[src/rtl/mc_sequencer.sv]
// Microcode sequencer: steps {IR, MCPC} through a microcode ROM and enters forced
// BRK_OP sequences on reset and interrupts. Define MC_SEQ_NMI_EN to enable the NMI edge latch.
module mc_sequencer #(
  parameter int IR_W   = 8,
  parameter int MCPC_W = 3,
  parameter int BRK_OP = 0
) (
  input  logic                     clk,
  input  logic                     RST,
  input  logic                     RDY,
  input  logic                     NMI,
  input  logic                     IRQ,
  input  logic                     i_flag,
  input  logic                     mc_end,
  input  logic [IR_W-1:0]          d_in,
  output logic [IR_W+MCPC_W-1:0]   mc_addr,
  output logic                     sync,
  output logic [1:0]               int_kind,
  output logic                     mc_ovf,
  output logic                     o_dbg_state
);

  localparam logic [IR_W-1:0]   L_BRK      = IR_W'(BRK_OP);
  localparam logic [MCPC_W-1:0] L_MCPC_MAX = '1;

  localparam logic [1:0] K_NORMAL = 2'b00;
  localparam logic [1:0] K_RESET  = 2'b01;
  localparam logic [1:0] K_NMI    = 2'b10;
  localparam logic [1:0] K_IRQ    = 2'b11;

  typedef enum logic {ST_INT = 1'b0, ST_EXEC = 1'b1} state_t;

  state_t              r_state;
  logic [IR_W-1:0]     r_ir;
  logic [MCPC_W-1:0]   r_mcpc;
  logic [1:0]          r_kind;

  logic w_nmi_pend;
  logic w_irq_pend;
  logic w_mcpc_max;

`ifdef MC_SEQ_NMI_EN
  logic r_nmi_prev;
  logic r_nmi_pend;
  logic w_nmi_edge;
  logic w_nmi_clear;

  // The edge detector runs regardless of RDY; a fresh edge in the clearing cycle re-arms the latch.
  assign w_nmi_edge  = r_nmi_prev & ~NMI;
  assign w_nmi_clear = RDY & mc_end & r_nmi_pend;

  always_ff @(posedge clk or negedge RST) begin
    if (!RST) begin
      r_nmi_prev <= 1'b1;
      r_nmi_pend <= 1'b0;
    end else begin
      r_nmi_prev <= NMI;
      r_nmi_pend <= (r_nmi_pend & ~w_nmi_clear) | w_nmi_edge;
    end
  end

  assign w_nmi_pend = r_nmi_pend;
`else
  logic w_unused_nmi;
  assign w_unused_nmi = NMI;
  assign w_nmi_pend   = 1'b0;
`endif

  assign w_irq_pend = ~IRQ & ~i_flag;
  assign w_mcpc_max = (r_mcpc == L_MCPC_MAX);

  always_ff @(posedge clk or negedge RST) begin
    if (!RST) begin
      r_state <= ST_INT;
      r_ir    <= L_BRK;
      r_mcpc  <= '0;
      r_kind  <= K_RESET;
    end else if (RDY) begin
      if (mc_end) begin
        r_mcpc <= '0;
        if (w_nmi_pend) begin
          r_ir    <= L_BRK;
          r_state <= ST_INT;
          r_kind  <= K_NMI;
        end else if (w_irq_pend) begin
          r_ir    <= L_BRK;
          r_state <= ST_INT;
          r_kind  <= K_IRQ;
        end else begin
          r_ir    <= d_in;
          r_state <= ST_EXEC;
          r_kind  <= K_NORMAL;
        end
      end else if (w_mcpc_max) begin
        // Runaway row without mc_end: force a fresh fetch, never an interrupt entry.
        r_mcpc  <= '0;
        r_ir    <= d_in;
        r_state <= ST_EXEC;
        r_kind  <= K_NORMAL;
      end else begin
        r_mcpc <= r_mcpc + 1'b1;
      end
    end
  end

  assign mc_addr     = {r_ir, r_mcpc};
  assign sync        = mc_end;
  assign int_kind    = r_kind;
  assign mc_ovf      = RDY & ~mc_end & w_mcpc_max;
  assign o_dbg_state = (r_state == ST_EXEC);

endmodule
[config.mk]
export PLATFORM = sky130hd
export DESIGN_NAME = mc_sequencer
export DESIGN_NICKNAME = d
export VERILOG_FILES = /design/src/rtl/mc_sequencer.sv
export SDC_FILE = /design/constraint.sdc
export NUM_CORES = 1
export LEC_CHECK = 0
export CAP_MARGIN = 20
export CORE_UTILIZATION = 45
export CTS_BUF_LIST = sky130_fd_sc_hd__clkbuf_2 sky130_fd_sc_hd__clkbuf_4 sky130_fd_sc_hd__clkbuf_8
export CTS_CLUSTER_DIAMETER = 150
export CTS_CLUSTER_SIZE = 12
export DETAILED_ROUTE_END_ITERATION = 8
export HOLD_SLACK_MARGIN = 0.02
export PLACE_DENSITY = 0.89
export SKIP_LAST_GASP = 1
export SLEW_MARGIN = 15
export SYNTH_ARGS = -nofsm -noshare
export SYNTH_HDL_FRONTEND = slang
export SYNTH_SLANG_ARGS = --single-unit
[constraint.sdc]
create_clock -name clk -period 2.66 [get_ports clk]
set_input_delay 0.532 -clock clk [delete_from_list [all_inputs] [get_ports clk]]
set_output_delay 0.532 -clock clk [all_outputs]
set_load 0.01 [all_outputs]
==> results of run 1 <==
[flip-flops by register name (all words and copies together) (netlist names)]
name and cells:
o_dbg_state 1, r_mcpc 3, int_kind 2, r_ir 8
[area by class of cell]
| type | instances | share of cell area [%] |
|---|---|---|
| Multi-Input combinational cell | 31 | 23.9 |
| Clock buffer | 4 | 3.58 |
| Tap cell | 15 | 1.85 |
| Timing Repair Buffer | 33 | 31.6 |
| Sequential cell | 14 | 34.6 |
| Inverter | 12 | 4.44 |
[logic make-up (layout without fill, tap and decap cells)]
kind of cell	Yosys count	in the layout
AO/OA/AOI/OAI	20	20
buffers and inverters	18	49
flip-flops	14	14
AND/OR/NAND/NOR	6	6
multiplexers	3	3
adder cells (fa/ha/maj)	2	2
[stage by stage]
step | cells | cell area, um^2
global placement | 105 | 978
floorplan | 63 | 683
global route | 109 | 1010
CTS | 109 | 1010
detailed placement | 105 | 978
finish | 109 | 1010
[routing by layer]
| layer | vias to the layer above | wire length [um] |
|---|---|---|
| met5 | - | 0 |
| met3 | 2 | 107 |
| met1 | 272 | 665 |
| met2 | 21 | 762 |
| li1 | 285 | - |
| met4 | 0 | 11 |
[how the worst max path moves through the flow]
stage | start | end | slack [ns] | cells past startpoint
6_report | RDY | mc_ovf | 0.39 | 4
3_5_place_dp | RDY | mc_ovf | 0.39 | 4
5_1_grt | r_mcpc[0] | mc_ovf | 0.30 | 5
2_1_floorplan | r_mcpc[0] | mc_ovf | 1.06 | 5
4_1_cts | r_mcpc[0] | mc_ovf | 0.38 | 5
3_3_place_gp | RDY | mc_ovf | 0.40 | 4
[cells in the final DEF, fill, tap and decap left out, drive strengths merged, types with 2 or more instances in the layout]
cell and n:
clkdlybuf4s50 29, dfrtp 13, inv 12, o211ai 8, o22ai 8, buf 4
clkbuf 4, o21ai 3, nand3b 2, ha 2, mux2 2
[power groups by stage]
stage / combinational (mW) / sequential [mW] / clock (mW)
4_1_cts: 0.148 / 0.255 / 0.161
3_3_place_gp: 0.144 / 0.258 / 0
2_1_floorplan: 0.0474 / 0.272 / 0
3_5_place_dp: 0.147 / 0.259 / 0
5_1_grt: 0.160 / 0.258 / 0.170
6_report: 0.146 / 0.255 / 0.155
[critical path: cells and delay by family]
family                 cells  cell delay [ns]
buffers and inverters      2             1.03
AND/OR/NAND/NOR            2             0.18
==> impl_metrics.py, run 1 <==
metrics = {
    "die": {
        "start_util_pct": 50.6,
        "core_um2": 1350,
        "rows": 13,
        "die_w_um": 41.0,
        "dieArea_um2": 1680,
        "die_h_um": 41.0,
        "pin_count": 31,
    },
    "yosys": {
        "synth.top_cell.area_share_pct": 47.6,
        "ys_seq_elements": 14,
        "synth_edf_count": 0,
        "synth.net_count": 80,
        "synth.most_common_cell": "dfrtp_1",
        "ys_top_cells_by_count": "dfrtp_1 (13), inv_1 (12), o211ai_1 (8), o22ai_1 (8)",
        "synth-compound-area-share_pct": 20.1,
        "synthDistinctLibCells": 21,
        "synth_ff_type": "dfrtp_1",
        "async_reset_ff_share_pct": 100,
        "synth-xor-area-share_pct": 0,
        "synth_top_cell_by_area": "dfrtp_1",
        "seq_area_frac_synth_pct": 51.5,
        "synthAdderAreaFrac_pct": 3.66,
        "synth.cell_area_um2": 683,
        "avgSynthCellArea_um2": 10.8,
        "synth_area_leaders": "dfrtp_1 (48%), o211ai_1 (8.8%), o22ai_1 (7.3%)",
        "synth_top_family_by_area": "compound AO/OA/AOI/OAI gates",
        "yosys.area_share.simple_pct": 6.41,
        "synthMuxAreaShare_pct": 5.31,
        "synth-warning-count": 0,
        "synthCells": 63,
    },
    "setup_path": {
        "ff2ff_setup_slack_ns": 0.95,
        "worstRegToRegCells": 5,
        "cp_slowest_cell": "clkdlybuf4s50_1",
        "cp_common_cell": "clkdlybuf4s50_1",
        "critPathMaxFanout": 2,
        "worstSetupPathType": "in -> out",
        "cp-end-kind": "primary output",
        "critPathMaxStageDelay_ns": 0.55,
        "crit_chain": "clkdlybuf4s50_1 > nand2_1 > nor2_1 > clkdlybuf4s50_1",
        "r2r-start": "r_mcpc[0]",
        "start_kind": "input pin",
        "r2r-end": "int_kind[1]",
        "cp.arrival_ns": 1.74,
        "crit_required_ns": 2.13,
    },
    "detailed_routing": {
        "drtIter0Drc": 6,
        "vias": 580,
        "viasPerCell": 5.32,
        "wire_per_inst_um": 14.2,
        "drc": 0,
        "drt_wl_total_um": 1550,
        "ant_nets": 0,
        "firstDrtPassIters": 5,
    },
    "sta": {
        "slew_viol_final": 0,
        "min_period_ns": 2.27,
        "slew_headroom_pct": 57.7,
        "final-setup-viol-count": 0,
        "hold_violations": 0,
        "period_share_pct": 85.4,
        "worst_pin_slew_ns": 0.633,
        "tns_ns": 0,
        "timing.final.ws_setup_ns": 0.388,
        "max_freq_mhz": 440,
        "hold_ws_ns": 0.532,
        "finClkSkew_ns": 0.000729,
        "rsz0062_at_grt": "false",
    },
    "clock_network": {
        "cts_resized": 0,
        "postCtsSetupBuffers": 0,
        "cts_tree": "built",
        "postCtsHoldBufs": 0,
        "clk_latency_ns": 0.28,
        "cts-root-buf": "clkbuf_4",
        "cts.sinks": 14,
        "clkTransAtPathRegs_ns": 0.09,
        "cts_buffers": 3,
        "htree_levels": 1,
        "cts_buffer_depth": 2,
    },
    "pwr": {
        "power.share.sequential_pct": 45.8,
        "p_per_area_nw_per_um2": 548,
        "internal-power_mw": 0.411,
        "switching_share_pct": 26.0,
        "power.leakage_nw": 0.443,
        "pwr-share-clk_pct": 27.9,
        "irDropWorstVdd_mv": 0.325,
        "finalPower_mw": 0.556,
        "share_comb_of_total_power_pct": 26.3,
        "p_sw_mw": 0.145,
    },
    "grt": {
        "met3_usage_pct": 4.89,
        "grt_overflow": 0,
        "grt_pass1_wl_um": 2170,
        "grt_usage_pct": 20.5,
        "grt_max_degree": 16,
        "antenna_found_initial": 0,
        "met1_usage_pct": 27.1,
        "grt-busiest-layer": "met2",
        "grt_util_met2_pct": 32.0,
        "grt_pass1_vias": 490,
    },
    "placed_design": {
        "port_buffers": 29,
        "gp_congestion": 0.708,
        "hpwl_um": 1060,
        "dp_slack_ns": 0.390,
    },
    "layout": {
        "nFillCells": 92,
        "area_delta_synth_final_pct": 48.5,
        "seq_area_um2": 352,
        "num_antenna_cells": 0,
        "drive_gt1_share_pct": 14.9,
        "multi_input_area_um2": 243,
        "fin_nets": 112,
        "final_util_pct": 75.2,
    },
    "status": {
        "status": "finished, final reports clean",
    },
    "min_path": {
        "hp-class": "reg -> reg",
        "hold_path_end": "int_kind[1]",
        "holdPathStages": 1,
        "hold_start": "int_kind[1]",
    },
    "job": {
        "cap_violations": 0,
    },
}
(Power assumes the default switching activity.)
==> run 2, diff against run 1 <==
- ABC_CLOCK_PERIOD_IN_PS: unset -> 2660
- TNS_END_PERCENT: unset -> 1
==> results of run 2 <==
Same layout as run 1: the final DEF is identical, and so are final timing and power.
==> run 3, diff against run 2 <==
- CAP_MARGIN: 20 -> 30
- CORE_AREA: unset -> 2 2 39 41
- CORE_UTILIZATION: 45 -> unset
- DIE_AREA: unset -> 0 0 41 43
- DONT_BUFFER_PORTS: unset -> 1
- PLACE_DENSITY: 0.89 -> 0.69
==> impl_metrics.py, run 3 (synthesis results as in run 1) <==
metrics = {
    "status": {
        "status": "finished, final reports clean",
    },
    "setup_path": {
        "crit_required_ns": 2.13,
        "r2r-end": "int_kind[0]",
        "cp.arrival_ns": 1.58,
        "cp-end-kind": "primary output",
        "worstRegToRegCells": 4,
        "start_kind": "flip-flop",
        "worstSetupPathType": "reg -> out",
        "r2r-start": "r_mcpc[0]",
        "ff2ff_setup_slack_ns": 0.84,
        "critPathMaxFanout": 11,
        "startpoint": "r_mcpc[0]",
        "crit_end": "mc_ovf",
    },
    "sta": {
        "worst_pin_slew_ns": 0.588,
        "rsz0062_at_grt": "false",
        "tns_ns": 0,
        "max_freq_mhz": 473,
        "final-setup-viol-count": 0,
        "finClkSkew_ns": 0.00568,
        "timing.final.ws_setup_ns": 0.547,
        "min_period_ns": 2.11,
        "slew_headroom_pct": 60.7,
        "period_share_pct": 79.5,
        "slew_viol_final": 0,
        "hold_violations": 0,
        "hold_ws_ns": 0.0923,
    },
    "grt": {
        "grt_pass1_vias": 439,
        "grt_max_degree": 17,
        "met3_usage_pct": 5.76,
        "met1_usage_pct": 21.8,
        "grt_pass1_wl_um": 1970,
        "grt-busiest-layer": "met2",
        "grt_util_met2_pct": 23.1,
        "grt_overflow": 0,
        "antenna_found_initial": 0,
        "grt_usage_pct": 16.9,
    },
    "die": {
        "die_w_um": 41,
        "pin_count": 31,
        "dieArea_um2": 1760,
        "core_um2": 1380,
        "start_util_pct": 49.4,
        "die_h_um": 43,
        "rows": 14,
    },
    "layout": {
        "final_common_cell": "dfrtp_1",
        "regMostFlops": "r_ir",
        "area_delta_synth_final_pct": 4.40,
        "fin_cells": 79,
        "nFillCells": 117,
        "fin_nets": 81,
        "num_antenna_cells": 0,
        "largest_reg_flops": 8,
        "drive_gt1_share_pct": 17.5,
        "mostFrequentLayoutCells": "dfrtp_1 (13), inv_1 (12), o211ai_1 (8), o22ai_1 (8), clkbuf_4 (3)",
        "final_util_pct": 51.5,
    },
    "pwr": {
        "share_comb_of_total_power_pct": 10.7,
        "switching_share_pct": 26.4,
        "p_sw_mw": 0.125,
        "power.leakage_nw": 0.322,
        "p_per_area_nw_per_um2": 665,
        "pwr-share-clk_pct": 31.9,
        "irDropWorstVdd_mv": 0.242,
        "power.share.sequential_pct": 57.4,
        "internal-power_mw": 0.349,
    },
    "clock_network": {
        "cts_tree": "built",
        "clkTransAtPathRegs_ns": 0.08,
        "postCtsSetupBuffers": 0,
        "htree_levels": 1,
        "cts-root-buf": "clkbuf_4",
        "clk_latency_ns": 0.28,
        "cts_buffer_depth": 2,
        "cts.sinks": 14,
        "cts_buffers": 3,
    },
    "detailed_routing": {
        "firstDrtPassIters": 4,
        "viasPerCell": 5.95,
        "vias": 470,
        "wire_per_inst_um": 16.2,
        "drtIter0Drc": 15,
        "drt_wl_total_um": 1280,
        "ant_nets": 0,
        "drc": 0,
    },
    "min_path": {
        "hp-class": "in -> async",
    },
    "placed_design": {
        "gp_congestion": 0.671,
        "port_buffers": 0,
        "dp.cells": 74,
        "dp_slack_ns": 0.849,
        "hpwl_um": 841,
    },
    "job": {
        "cap_violations": 0,
    },
}
[run 3: changes by cell type in the layout (fill, tap and decap cells not counted), sizes merged]
cell | previous run | this run
buf | 4 | 1
dlygate4sd3 | 0 | 1
clkdlybuf4s50 | 29 | 0
[run 3: critical path, cell delays in order, from the launching register on]
cell and delay [ns]:
dfrtp_1 0.46, ha_1 0.18, ha_1 0.38, nand2_1 0.09
nor2_1 0.20
[run 3: worst min-delay path by stage]
stage | to | slack, ns | cells past startpoint
6_report | int_kind[0] | 0.09 | 0
5_1_grt | int_kind[0] | 0.07 | 0
4_1_cts | int_kind[0] | 0.09 | 0
3_5_place_dp | r_ir[2] | 0.24 | 0
3_3_place_gp | r_ir[2] | 0.24 | 0
2_1_floorplan | int_kind[1] | 0.24 | 0
[run 3: what timing repair did]
| item | 4_1_cts | 5_1_grt |
|---|---|---|
| gates resized for setup | 0 | 0 |
| hold buffers | 1 | 0 |
| hold endpoints to repair | 13 | 0 |
[run 3: area by class of cell]
cell class                 count  area (um^2)  area share, %
sequential                    14          352           49.3
multi-input combinational     31          243           34.0
inverter                      12         45.0           6.32
clock buffer                   4         36.3           5.09
tap                           16         20.0           2.81
timing repair buffer           2         17.5           2.46
[run 3: stage by stage]
| stage | power, mW | area, um^2 |
|---|---|---|
| 3_3_place_gp | 0.320 | 667 |
| 2_1_floorplan | 0.319 | 683 |
| 3_5_place_dp | 0.323 | 667 |
| 4_1_cts | 0.477 | 713 |
| 6_report | 0.474 | 713 |
| 5_1_grt | 0.502 | 713 |
[run 3: per-layer routing]
metal	up-vias	part of all wire (%)
met5	-	0
li1	220	-
met3	4	8.2
met1	227	43
met2	19	47
met4	0	2.3
[run 3: power groups by stage]
stage | Combinational (mW) | Sequential (mW) | Clock, mW
finish | 0.0507 | 0.272 | 0.151
global route | 0.0583 | 0.276 | 0.167
CTS | 0.0513 | 0.273 | 0.153
detailed placement | 0.0460 | 0.277 | 0
global placement | 0.0442 | 0.276 | 0
floorplan | 0.0474 | 0.272 | 0
